===== config.mk =====
export PLATFORM = sky130hd
export DESIGN_NAME = step_resume_ctrl
export DESIGN_NICKNAME = d
export VERILOG_FILES = /design/src/rtl/step_resume_ctrl.sv
export SDC_FILE = /design/constraint.sdc
export NUM_CORES = 1
export LEC_CHECK = 0
export BUFFER_PORTS_ARGS = -buffer_cell sky130_fd_sc_hd__buf_2
export CORE_ASPECT_RATIO = 0.8
export CORE_MARGIN = 5
export CORE_UTILIZATION = 50
export CTS_CLUSTER_DIAMETER = 200
export DETAILED_ROUTE_END_ITERATION = 16
export PLACE_DENSITY = 0.79
export SETUP_SLACK_MARGIN = 0.4
export SLEW_MARGIN = 25
export SYNTH_ARGS = -nofsm -noshare
export SYNTH_HDL_FRONTEND = slang
export SYNTH_SLANG_ARGS = --single-unit
export TNS_END_PERCENT = 20

===== constraint.sdc =====
create_clock -name clk_100MHz -period 1.65 [get_ports clk_100MHz]
set_input_delay 0.165 -clock clk_100MHz [delete_from_list [all_inputs] [get_ports clk_100MHz]]
set_output_delay 0.165 -clock clk_100MHz [all_outputs]
set_load 0.005 [all_outputs]

===== src/rtl/step_resume_ctrl.sv =====
// step_resume_ctrl: responder side of the CPU pause/continue handshake.
// Stalls the CPU on a halt request and releases it with exactly one
// resume_pulse per debounced press of the continue button.
// Optional feature macro: STEP_MODE_EN (adds step_mode/instr_done single-step halting).
module step_resume_ctrl #(
    parameter int DEBOUNCE_CYCLES = 100,
    parameter int CNT_W           = 16,
    parameter int SYNC_STAGES     = 2
) (
    input  logic clk_100MHz,
    input  logic rst_n,
    input  logic continue_btn,
    input  logic halt_req,
`ifdef STEP_MODE_EN
    input  logic step_mode,
    input  logic instr_done,
`endif
    output logic cpu_stall,
    output logic resume_pulse,
    output logic halted,
    output logic btn_level
);

    typedef enum logic [1:0] {
        ST_RUN     = 2'd0,
        ST_HALTED  = 2'd1,
        ST_RESUME  = 2'd2
    } state_t;

    localparam logic [CNT_W-1:0] CNT_MAX = CNT_W'(DEBOUNCE_CYCLES - 1);
    localparam logic [CNT_W-1:0] CNT_ONE = CNT_W'(1);

    logic [1:0]             r_rstSync;
    logic                   w_rstN;
    logic [SYNC_STAGES-1:0] r_btnSync;
    logic                   w_btnS;
    logic [CNT_W-1:0]       r_debCnt;
    logic                   r_btnLevel;
    logic                   w_mismatch;
    logic                   w_cntDone;
    logic                   w_press;
    logic                   w_haltReq;
    state_t                 r_state;
    state_t                 w_nextState;
    logic                   r_cpuStall;
    logic                   r_resumePulse;
    logic                   r_halted;

    // Reset asserts asynchronously but releases only on a clock edge
    always_ff @(posedge clk_100MHz or negedge rst_n) begin
        if (!rst_n) begin
            r_rstSync <= 2'b00;
        end else begin
            r_rstSync <= {r_rstSync[0], 1'b1};
        end
    end

    assign w_rstN = r_rstSync[1];

    // Bring the raw button level into the clock domain
    always_ff @(posedge clk_100MHz or negedge w_rstN) begin
        if (!w_rstN) begin
            r_btnSync <= '0;
        end else begin
            r_btnSync <= {r_btnSync[SYNC_STAGES-2:0], continue_btn};
        end
    end

    assign w_btnS     = r_btnSync[SYNC_STAGES-1];
    assign w_mismatch = (w_btnS != r_btnLevel);
    assign w_cntDone  = w_mismatch && (r_debCnt == CNT_MAX);
    // The press event coincides with the cycle the debounced level rises,
    // so the FSM reacts in the same edge that updates btn_level.
    assign w_press    = w_cntDone && w_btnS;

    // Debounce: the level follows the synchronised input only after it has stayed different long enough
    always_ff @(posedge clk_100MHz or negedge w_rstN) begin
        if (!w_rstN) begin
            r_debCnt   <= '0;
            r_btnLevel <= 1'b0;
        end else if (!w_mismatch) begin
            r_debCnt   <= '0;
        end else if (w_cntDone) begin
            r_debCnt   <= '0;
            r_btnLevel <= w_btnS;
        end else begin
            r_debCnt   <= r_debCnt + CNT_ONE;
        end
    end

`ifdef STEP_MODE_EN
    assign w_haltReq = halt_req || (step_mode && instr_done);
`else
    assign w_haltReq = halt_req;
`endif

    // Next-state logic: halt wins over a press in RUN; only a fresh press leaves HALTED
    always_comb begin
        w_nextState = r_state;
        case (r_state)
            ST_RUN: begin
                if (w_haltReq) begin
                    w_nextState = ST_HALTED;
                end
            end
            ST_HALTED: begin
                if (w_press) begin
                    w_nextState = ST_RESUME;
                end
            end
            ST_RESUME: begin
                w_nextState = ST_RUN;
            end
            default: begin
                w_nextState = ST_RUN;
            end
        endcase
    end

    // State and outputs are registered together so outputs are glitch-free decodes of the next state
    always_ff @(posedge clk_100MHz or negedge w_rstN) begin
        if (!w_rstN) begin
            r_state       <= ST_RUN;
            r_cpuStall    <= 1'b0;
            r_resumePulse <= 1'b0;
            r_halted      <= 1'b0;
        end else begin
            r_state       <= w_nextState;
            r_cpuStall    <= (w_nextState == ST_HALTED);
            r_resumePulse <= (w_nextState == ST_RESUME);
            r_halted      <= (w_nextState == ST_HALTED);
        end
    end

    assign cpu_stall    = r_cpuStall;
    assign resume_pulse = r_resumePulse;
    assign halted       = r_halted;
    assign btn_level    = r_btnLevel;

endmodule

==> out/metrics.csv <==
metric;value;unit
critical_path_class;reg -> reg;
yosysTopAreaCell;dfrtp_1;
worstPathCellList;nor4_4 -> nand4_1 -> buf_4 -> nor4bb_4 -> nor3_1;
top_layer;met4;
routed-wl-met2;1.31;mm
clkTransAtPathRegs;0.13;ns
placed_cell_area;1240;um^2
fillers;145;
critical-path-top-delay-family;simple AND/OR/NAND/NOR gates;
timing.final.crit_share;94.4;%
syn_to_final_growth;37.2;%
grt_max_degree;16;
die_x;62.0;um
clkLatencyLatePin;0.32;ns
slew_headroom;66.6;%
vdd_drop_max;0.000690;V
ys_ff_latch;25;
hold_violations;0;
crit_required;1.86;ns
port_buffers;7;
synthFlopType;dfrtp_1;
globalplace.congestion;0.774;
multi_input_area;531;um^2
cts_tree;built;
yosysMostFrequentCell;dfrtp_1;
ioPinCount;8;
viasPerCell;5.74;
drive_above_1_share;39.7;%
first_iter_violations;26;
cts_max_path_buffers;2;
nets;142;
cts.sinks;25;
dieArea;3200;um^2
setup_viol;0;
ys_top_cells_by_count;dfrtp_1 (25), nor2_1 (17), nand3_1 (7), xnor2_1 (7), xor2_1 (7);
hp-class;in -> async;
grt_antenna_before_repair;0;
grt_pass1_wl;4.57;mm
pwr_density_cell;656;nW/um^2
start_util;51.1;%
yosysSeqAreaShare;57.7;%
p_total;975;uW
postSynth.asyncResetShare;100;%
ff_latch_area;629;um^2
grt_overflow;0;
synthesis.area;1080;um^2
synth_edf_count;0;
wirelength;2.70;mm
max_stage_delay;0.44;ns
num_rows;15;
cp.arrival;1.77;ns
core_area;2120;um^2
critPathMaxFanout;2;
cp_slowest_cell;dfrtp_1;
fin_ws;0.0921;ns
netlist_instances;98;
endpoint_kind;flop;
synth_area_per_cell;11.1;um^2
synth_cell_types;24;
clock_skew;0.00441;ns
ctsRootBufferMaster;clkbuf_4;
num_antenna_cells;0;
postRouteAntennaNets;0;
maxCapViolations;0;
post-place-ws;-0.0303;ns
dr_wl_met3;146;um
min_period;1.56;ns
dr.pass1.iters;4;
synthTopCellsByArea;dfrtp_1 (58%), nor2_1 (5.9%), xnor2_1 (5.7%);
whs;0.138;ns
worst_pin_slew;0.500;ns
rsz0062_at_grt;true;
grt_util_all_layers;19.6;%
wl_per_cell;16.8;um
cts_buffers;3;
grt_pass1_vias;990;
wl_met1;1.19;mm
synth_fp_nets;103;
finalMaxSlewViolations;0;
fmax;642;MHz
die_h;51.6;um
yosysTopAreaCellShare;57.7;%
yosysWarnings;0;
power_leakage;0.657;nW
crit_buf_inv;1;
final_area;1490;um^2
cts_max_level;1;
vias;924;
place_hpwl;1.54;mm
start_kind;flop;
drc;0;
status;finished clean;
## registers in the layout, summed over array words and instances (netlist names)
name          cells
r_debCnt         16
r_btnSync         2
r_rstSync         2
r_state           2
btn_level         1
halted            1
resume_pulse      1
## timing repair
action	4_1_cts	5_1_grt
endpoints found under the setup margin	21	21
hold buffers	2	0
resized for setup	16	2
pin swaps	10	4
setup buffers	13	2
hold endpoints to repair	3	0
## where the power goes
| part | internal, mW | switching [mW] | leakage [nW] |
|---|---|---|---|
| sequential | 0.624 | 0.0176 | 0.323 |
| clock | 0.0946 | 0.175 | 0.0150 |
| combinational | 0.0326 | 0.0301 | 0.319 |
## routing by layer
metal / global-route usage, % / vias to the layer above
met5: 0 / -
met4: 7.07 / 0
met3: 6.95 / 7
met2: 30.0 / 37
met1: 25.4 / 460
li1: - / 420
## cells by family after synthesis
kind of cell    count (synthesis)  share of synthesized area, %
xor+xnor                       14                          11.3
buf+inv                         3                          1.50
flops                          25                          57.7
mux                             1                          1.04
other cells                     1                         0.346
compound gates                  2                          1.15
simple gates                   51                          25.8
fa+ha+maj                       1                          1.15
## final timing paths
| path | from | endpoint | slack [ns] | cells after the start |
|---|---|---|---|---|
| max in group asynchronous | r_rstSync[1]$_DFF_PN0_ | r_debCnt[3]$_DFF_PN0_ | 0.88 | 1 |
| worst min register to register | r_rstSync[1]$_DFF_PN0_ | r_debCnt[11]$_DFF_PN0_ | 0.21 | 0 |
| min in group clk_100MHz | halt_req | r_state[0]$_DFF_PN0_ | 0.15 | 3 |
| worst min-delay path | rst_n | r_rstSync[0]$_DFF_PN0_ | 0.14 | 2 |
| worst max-delay path | r_debCnt[9]$_DFF_PN0_ | halted$_DFF_PN0_ | 0.09 | 5 |
| worst max register to register | r_debCnt[9]$_DFF_PN0_ | halted$_DFF_PN0_ | 0.09 | 5 |
## placed cells by master, fill, tap and decap left out, types with 3 or more instances in the layout
cell,count
buf_2,7
buf_4,25
clkbuf_4,3
dfrtp_1,22
dfrtp_2,3
nand3_1,7
nand4_1,5
nor2_1,16
nor3_1,5
nor4_1,4
xnor2_1,7
xor2_1,7
## area by class of cell
type / instances / share of cell area (%)
multi-input cells: 70 / 35.7
clock buffers: 4 / 1.77
flip-flops and latches: 25 / 42.3
repair buffers: 36 / 17.8
inverters: 1 / 0.253
well taps: 25 / 2.10
## per-stage QoR
step / util (%) / instances / setup TNS [ns]
5_1_grt: 70.1 / 161 / -0.0531
4_1_cts: 68.7 / 159 / 0
3_5_place_dp: 58.6 / 140 / -0.0505
2_1_floorplan: - / 98 / 0
6_report: 70.1 / 161 / 0
3_3_place_gp: 58.6 / 140 / 0
No activity file was read; power rests on OpenSTA's default activity.
